$ cat config.mk
export PLATFORM = sky130hd
export DESIGN_NAME = muldiv_unit
export DESIGN_NICKNAME = d
export VERILOG_FILES = /design/src/rtl/muldiv_unit.sv
export SDC_FILE = /design/constraint.sdc
export NUM_CORES = 1
export LEC_CHECK = 0
export CORE_ASPECT_RATIO = 0.9
export CORE_MARGIN = 4
export CORE_UTILIZATION = 24
export CTS_CLUSTER_SIZE = 14
export DETAILED_ROUTE_END_ITERATION = 7
export PLACE_DENSITY_LB_ADDON = 0.2
export SETUP_SLACK_MARGIN = 0.15
export SLEW_MARGIN = 40
export SYNTH_ARGS = -nofsm -noshare
export SYNTH_HDL_FRONTEND = slang
export SYNTH_SLANG_ARGS = --single-unit
export TNS_END_PERCENT = 50
$ cat constraint.sdc
create_clock -name clk -period 9.6 [get_ports clk]
set_input_delay 1.44 -clock clk [delete_from_list [all_inputs] [get_ports clk]]
set_output_delay 1.44 -clock clk [all_outputs]
set_load 0.02 [all_outputs]
$ cat src/rtl/muldiv_unit.sv
// Iterative MULTU/MULT/DIVU/DIV unit producing a MIPS-style HI/LO pair.
// The unit uses a start/done handshake, runs WIDTH iterations and then one fix-up cycle.
module muldiv_unit #(
    parameter int WIDTH = 32
) (
    input  logic             clk,
    input  logic             reset,
    input  logic             start,
    input  logic [1:0]       op,
    input  logic [WIDTH-1:0] a,
    input  logic [WIDTH-1:0] b,
    output logic             busy,
    output logic             done,
    output logic [WIDTH-1:0] hi,
    output logic [WIDTH-1:0] lo,
    output logic             dz
);

    localparam int CW = $clog2(WIDTH);

    typedef enum logic [1:0] {IDLE, RUN, FIX} state_t;

    state_t             state;
    logic [CW-1:0]      count;
    logic [1:0]         op_r;       // op_r[1]: divide, op_r[0]: signed
    logic [WIDTH-1:0]   ma;         // multiplicand magnitude
    logic [WIDTH-1:0]   mb;         // multiplier / divisor magnitude
    logic [WIDTH-1:0]   a_orig;
    logic [2*WIDTH-1:0] acc;        // product, or dividend/quotient in the low half
    logic [WIDTH-1:0]   rem_r;
    logic               neg_q;
    logic               neg_r;

    logic [WIDTH-1:0]   abs_a;
    logic [WIDTH-1:0]   abs_b;
    logic [WIDTH-1:0]   mul_addend;
    logic [WIDTH:0]     mul_sum;
    logic [WIDTH:0]     div_shift;
    logic [WIDTH:0]     div_trial;

    assign abs_a      = (op[0] && a[WIDTH-1]) ? -a : a;
    assign abs_b      = (op[0] && b[WIDTH-1]) ? -b : b;
    assign mul_addend = acc[0] ? ma : '0;
    assign mul_sum    = {1'b0, acc[2*WIDTH-1:WIDTH]} + {1'b0, mul_addend};
    // Partial remainder stays below the divisor, so WIDTH stored bits suffice.
    assign div_shift  = {rem_r, acc[WIDTH-1]};
    assign div_trial  = div_shift - {1'b0, mb};

    // NOTE: sequential state uses non-blocking assignments only, so every
    // register samples the pre-edge values regardless of statement order.
    always_ff @(posedge clk or posedge reset) begin
        if (reset) begin
            state  <= IDLE;
            count  <= '0;
            op_r   <= '0;
            ma     <= '0;
            mb     <= '0;
            a_orig <= '0;
            acc    <= '0;
            rem_r  <= '0;
            neg_q  <= 1'b0;
            neg_r  <= 1'b0;
            busy   <= 1'b0;
            done   <= 1'b0;
            hi     <= '0;
            lo     <= '0;
            dz     <= 1'b0;
        end else begin
            done <= 1'b0;
            case (state)
                IDLE: begin
                    if (start) begin
                        state  <= RUN;
                        busy   <= 1'b1;
                        count  <= '0;
                        op_r   <= op;
                        ma     <= abs_a;
                        mb     <= abs_b;
                        a_orig <= a;
                        acc    <= op[1] ? {{WIDTH{1'b0}}, abs_a} : {{WIDTH{1'b0}}, abs_b};
                        rem_r  <= '0;
                        neg_q  <= a[WIDTH-1] ^ b[WIDTH-1];
                        neg_r  <= a[WIDTH-1];
                    end
                end
                RUN: begin
                    if (!op_r[1]) begin
                        acc <= {mul_sum, acc[WIDTH-1:1]};
                    end else if (!div_trial[WIDTH]) begin
                        rem_r            <= div_trial[WIDTH-1:0];
                        acc[WIDTH-1:0]   <= {acc[WIDTH-2:0], 1'b1};
                    end else begin
                        rem_r            <= div_shift[WIDTH-1:0];
                        acc[WIDTH-1:0]   <= {acc[WIDTH-2:0], 1'b0};
                    end
                    if (count == CW'(WIDTH - 1)) begin
                        state <= FIX;
                        count <= '0;
                    end else begin
                        count <= count + 1'b1;
                    end
                end
                FIX: begin
                    state <= IDLE;
                    busy  <= 1'b0;
                    done  <= 1'b1;
                    if (!op_r[1]) begin
                        {hi, lo} <= (op_r[0] && neg_q) ? -acc : acc;
                        dz       <= 1'b0;
                    end else if (mb == '0) begin
                        lo <= '1;
                        hi <= a_orig;
                        dz <= 1'b1;
                    end else begin
                        lo <= (op_r[0] && neg_q) ? -acc[WIDTH-1:0] : acc[WIDTH-1:0];
                        hi <= (op_r[0] && neg_r) ? -rem_r : rem_r;
                        dz <= 1'b0;
                    end
                end
                default: begin
                    state <= IDLE;
                    busy  <= 1'b0;
                end
            endcase
        end
    end

endmodule
Yosys cells after proc, flatten, opt, wreduce, memory -nomap -nowiden
Index checks and enable logic that the tools add are counted.

Register bits after elaboration: 270. Input port bits: 69. Output and inout bits: 67.

Add/subtract/negate cells: 8. Eq/ne operators: 7. Multiplexer cells: 31. Bitwise operators: 2. Reductions and logical operators: 13.

Operators with widths (number): $mux 32 (15); $mux 64 (2); $neg 32->32 (4); $pmux 64 s2 (1); $neg 64->64 (1); $pmux 32 s2 (1); $add 32x32->33 (1); $sub 33x32->33 (1); $logic_not 32->1 (1); $mux 5 (2); $pmux 5 s2 (1); $ne 2x2->1 const B (4); $reduce_and 2->1 (4); $reduce_and 3->1 (2); $add 5x1->5 const B (1); $eq 5x5->1 const B (1); $mux 1 (5); $logic_and 1x1->1 (4); $mux 2 (2); $pmux 2 s2 (1); $eq 2x1->1 const B (1); $eq 2x2->1 const B (1); $logic_not 2->1 (1); $pmux 1 s2 (1); 3 further kinds (3).

Longest topological paths before layout
Word-level depth: 5. Depth in mapped cells: 14. Mapped depth without buffers: 13.

Least setup slack after synthesis
No wires, ideal clock.

Kind: input to register. From: in b[3]. To: reg acc[25]. Setup time: 126 ps. Arrival: 3654 ps. Setup slack: 5820 ps. Cell stages on the path: 8. Path through: or3_1 -> or4_4 -> nor4_4 -> nand3_1 -> o31ai_1 -> xor2_1 -> o21ai_1 -> a221o_1.

Cells in the longest elaborated chain, start to end: 5.

RTL lines: start: declaration (line 11) `input logic [WIDTH-1:0] b,`; $neg 32->32 (line 42) `assign abs_b = (op[0] && b[WIDTH-1]) ? -b : b;`; $mux 32 (line 42); $mux 32 (line 80) `acc <= op[1] ? {{WIDTH{1'b0}}, abs_a} : {{WIDTH{1'b0}}, abs_b};`; $mux 64 (line 72) `if (start) begin`; $pmux 64 s2 (line 70) `case (state)`; end signal: assignment (line 80); end signal: assignment (line 88) `acc <= {mul_sum, acc[WIDTH-1:1]};`; end signal: indexed assignment (line 91) `acc[WIDTH-1:0] <= {acc[WIDTH-2:0], 1'b1};`; end: declaration (line 29) `logic [2*WIDTH-1:0] acc;`.

Every way passes these cells. The select of a mux whose other input is x is not followed. A chain may end at the register's enable or synchronous reset.

Worst setup path in the final report
From: reg acc[0]. To: reg acc[63].

Cells in the longest elaborated chain, start to end: 4.

RTL lines: $mux 32 (line 43) `assign mul_addend = acc[0] ? ma : '0;`; $add 32x32->33 (line 44) `assign mul_sum = {1'b0, acc[2*WIDTH-1:WIDTH]} + {1'b0, mul_addend};`; $mux 32 (line 87) `if (!op_r[1]) begin`; $pmux 64 s2 (line 70).

Every way passes these cells. The select of a mux whose other input is x is not followed.

==> run summary <==
area delta synth->final: 19.55%
number of CTS-inserted buffers: 37
crit path from: acc[0]$_DFFE_PP0P_
VDD IR max: 0.2270 mV
Pleak: 9.389 nW
pin count of the biggest net entering global routing: 100
drt via density: 5.001
Starting DRT DRC Count: 1,194
Antenna Violating Nets Remaining: 0
all-layer global routing usage: 17.46%
Top FF cell, synth: dfrtp_1
CP Capture Type: register
Core Region: 75,120 µm²
RSZ-0062 raised after global routing: false
crit start category: register
depth of the CTS H-tree: 2
fin area: 21,910 µm²
final net count: 2,468
overall power: 0.008140 W
die area: 80,850 µm²
vias in the first global route: 16,383
cells after synthesis: 2,262
worst hold path type: reg2reg
Avg Cell Area, Syn: 8.102 µm²
clk_lat worst skew: 560 ps
number of non-filler instances in the completed layout: 3,370
drt total wl: 72.40 mm
Total Neg Setup Slack: 0 ps
Resized cells post-CTS: 0
Slew HR: 45.28%
RR Startpoint: acc[0]$_DFFE_PP0P_
fmax: 0.2299 GHz
WP data arrival: 4830 ps
share of the synthesized area in the top cell type: 36.59%
sequential area share after synthesis: 36.59%
number of port buffers: 135
final hold violation count: 0
top cells by area, synth: dfrtp_1 37%, nand2_1 7.7%, o21ai_0 7.3%
Yosys reg bits: 268
clock root cell: clkbuf_16
Worst R2R Setup Slack: 5250 ps
Post CTS Setup Buffer Count: 0
DR WL/cell: 21.48 µm
Synth async-reset ratio: 100.0%
hold_ws: 468.3 ps
# DRC: 0
Worst setup endpoint: acc[63]$_DFFE_PP0P_
IO Count: 136
Placed Cells: 3,306
initial antenna violation count: 2
share of layout cells above drive strength 1: 4.934%
Finish-stage setup viols: 0
worst setup path category: reg2reg
global-route wire length before repair: 108.1 mm
Distinct cells, synth: 71
row count: 95
Slew Limit Fails: 0
clock skew: 23.23 ps
CTS sink cnt: 268
DPL Wire Length: 55.03 mm
Die Span Y: 270.2 µm
FF-to-FF path depth: 14
Synth area leader: dfrtp_1
Post-synth EDFFs: 0
syn nets: 2,403
Yosys warnings: 0
Netlist Area Pre-Place: 18,330 µm²
worst-case clock buffer depth: 3
CTS tree: done
Post-Place Cell Area: 20,720 µm²
Initial DRT Pass Iterations: 7
Hold Buf Count CTS: 0
final cycle utilization of the critical path: 45.31%
Die Wd: 299.3 µm
total gr overflow: 0
Initial Util: 24.40%
routed vias: 16,852
Reg clk slew, reported paths: 60 ps
Worst-Margin Slew: 814.9 ps
Max Cap Viol: 0
GP Congestion: 0.9048
reg-to-reg endpoint: acc[63]$_DFFE_PP0P_
status: completed
Final Critical Period: 4350 ps
power per cell area: 371.5 nW/µm²
CP max FO: 32
final-layout fill cell count: 8,147
worst path required time: 10,080 ps
-- worst min-delay path by stage --
stage                            end  slack (ps)  depth (start not counted)             startpoint
4_1_cts         count[3]$_DFFE_PP0P_         470                          1   count[3]$_DFFE_PP0P_
2_1_floorplan   count[3]$_DFFE_PP0P_         440                          1   count[3]$_DFFE_PP0P_
6_report        count[3]$_DFFE_PP0P_         470                          1   count[3]$_DFFE_PP0P_
3_5_place_dp   a_orig[2]$_DFFE_PP0P_         460                          2  a_orig[2]$_DFFE_PP0P_
3_3_place_gp   a_orig[2]$_DFFE_PP0P_         450                          2  a_orig[2]$_DFFE_PP0P_
5_1_grt            lo[6]$_DFFE_PP0P_         490                          2      lo[6]$_DFFE_PP0P_
-- state kept, by name, summed over array words and instances, names as in the netlist --
register  flops
dz            1
rem_r        32
mb           32
hi           32
busy          1
acc          64
done          1
count         5
state         2
op_r          2
ma           32
lo           32
a_orig       31
neg_q         1
-- power by group --
group          switching (W)  leakage (nW)  internal (W)  total [W]
sequential          0.000616          3.35       0.00165    0.00226
combinational        0.00269          5.46       0.00181    0.00450
clock               0.000572         0.572      0.000805    0.00138
-- final cells by class --
| type | count | area [µm²] | share of cell area, % |
|---|---|---|---|
| clock buffer | 52 | 1075 | 4.905 |
| multi-input combinational | 1785 | 10880 | 49.67 |
| inverter | 76 | 297.8 | 1.359 |
| tap | 1018 | 1274 | 5.813 |
| sequential | 268 | 6708 | 30.61 |
| timing repair buffer | 159 | 1583 | 7.224 |
| clock inverter | 11 | 88.84 | 0.4055 |
| antenna | 1 | 2.502 | 0.01142 |
-- synthesized netlist by cell type, types with 6 or more instances --
cell type,instances
o31ai_1,19
o21ai_0,267
and3_1,10
o22a_1,10
o211ai_1,16
nor2b_1,7
nand2b_1,14
or4_1,14
nor3_1,43
nand4_1,8
o41ai_1,9
mux2i_1,73
and2_1,41
dfrtp_1,268
a211oi_1,29
buf_1,8
nand2_1,376
a21oi_1,185
nor4_1,23
nand3_1,21
or3_1,11
inv_1,73
o21a_1,12
buf_2,6
clkbuf_1,118
ha_1,70
a22o_1,6
a21o_1,29
xnor2_1,112
a31oi_1,25
nor2_1,181
xor2_1,87
-- critical path, stage by stage (launching register included) --
cell and delay (ps):
dfrtp_1 530, buf_4 400, and2_1 190, ha_1 180, inv_1 70, fa_1 410
nor2b_1 180, o31a_1 240, o211ai_1 120, a41oi_1 480, a311oi_1 280, o31ai_1 560
a221o_1 300, a211oi_1 110, o21ai_0 200
-- cells by family (layout without fill, tap and decap cells) --
family	count (synthesis)	count (layout)	synth area share, %
compound gates	663	663	21.37
xor+xnor	200	200	9.599
fa+ha+maj	72	72	4.998
buf+inv	209	298	4.342
flops	268	268	36.59
mux	75	75	4.110
other cells	0	1	0
simple gates	775	775	18.99
-- placed cells by master (no fill, tap or decap), types with 12 or more instances in the layout --
| master | n |
|---|---|
| o31ai_1 | 19 |
| a211oi_1 | 29 |
| o21ai_0 | 267 |
| ha_1 | 70 |
| and2_1 | 39 |
| dfrtp_1 | 267 |
| nor3_1 | 43 |
| a21o_1 | 29 |
| mux2i_1 | 73 |
| nand2_1 | 372 |
| a31oi_1 | 25 |
| o21a_1 | 12 |
| nor2_1 | 178 |
| xnor2_1 | 112 |
| clkdlybuf4s50_1 | 134 |
| a21oi_1 | 185 |
| nor4_1 | 23 |
| o211ai_1 | 16 |
| or4_1 | 14 |
| xor2_1 | 87 |
| clkbuf_16 | 39 |
| buf_4 | 20 |
| inv_1 | 72 |
| nand3_1 | 21 |
| nand2b_1 | 13 |
-- layer usage --
layer,GRT usage (%),part of all wire [%],vias up
met5,0,0,-
met4,5.607,3.1,0
met3,2.636,6.0,97
met2,26.43,43,542
met1,25.44,48,8178
li1,-,-,8035
-- through the flow --
step,worst slack [ps],utilization [%]
after floorplan,778.0,-
after global placement,4721,27.50
after detailed placement,4681,27.59
after CTS,5246,29.14
after global routing,4987,29.17
final,5250,29.17
Power figures use the tool's default switching activity.
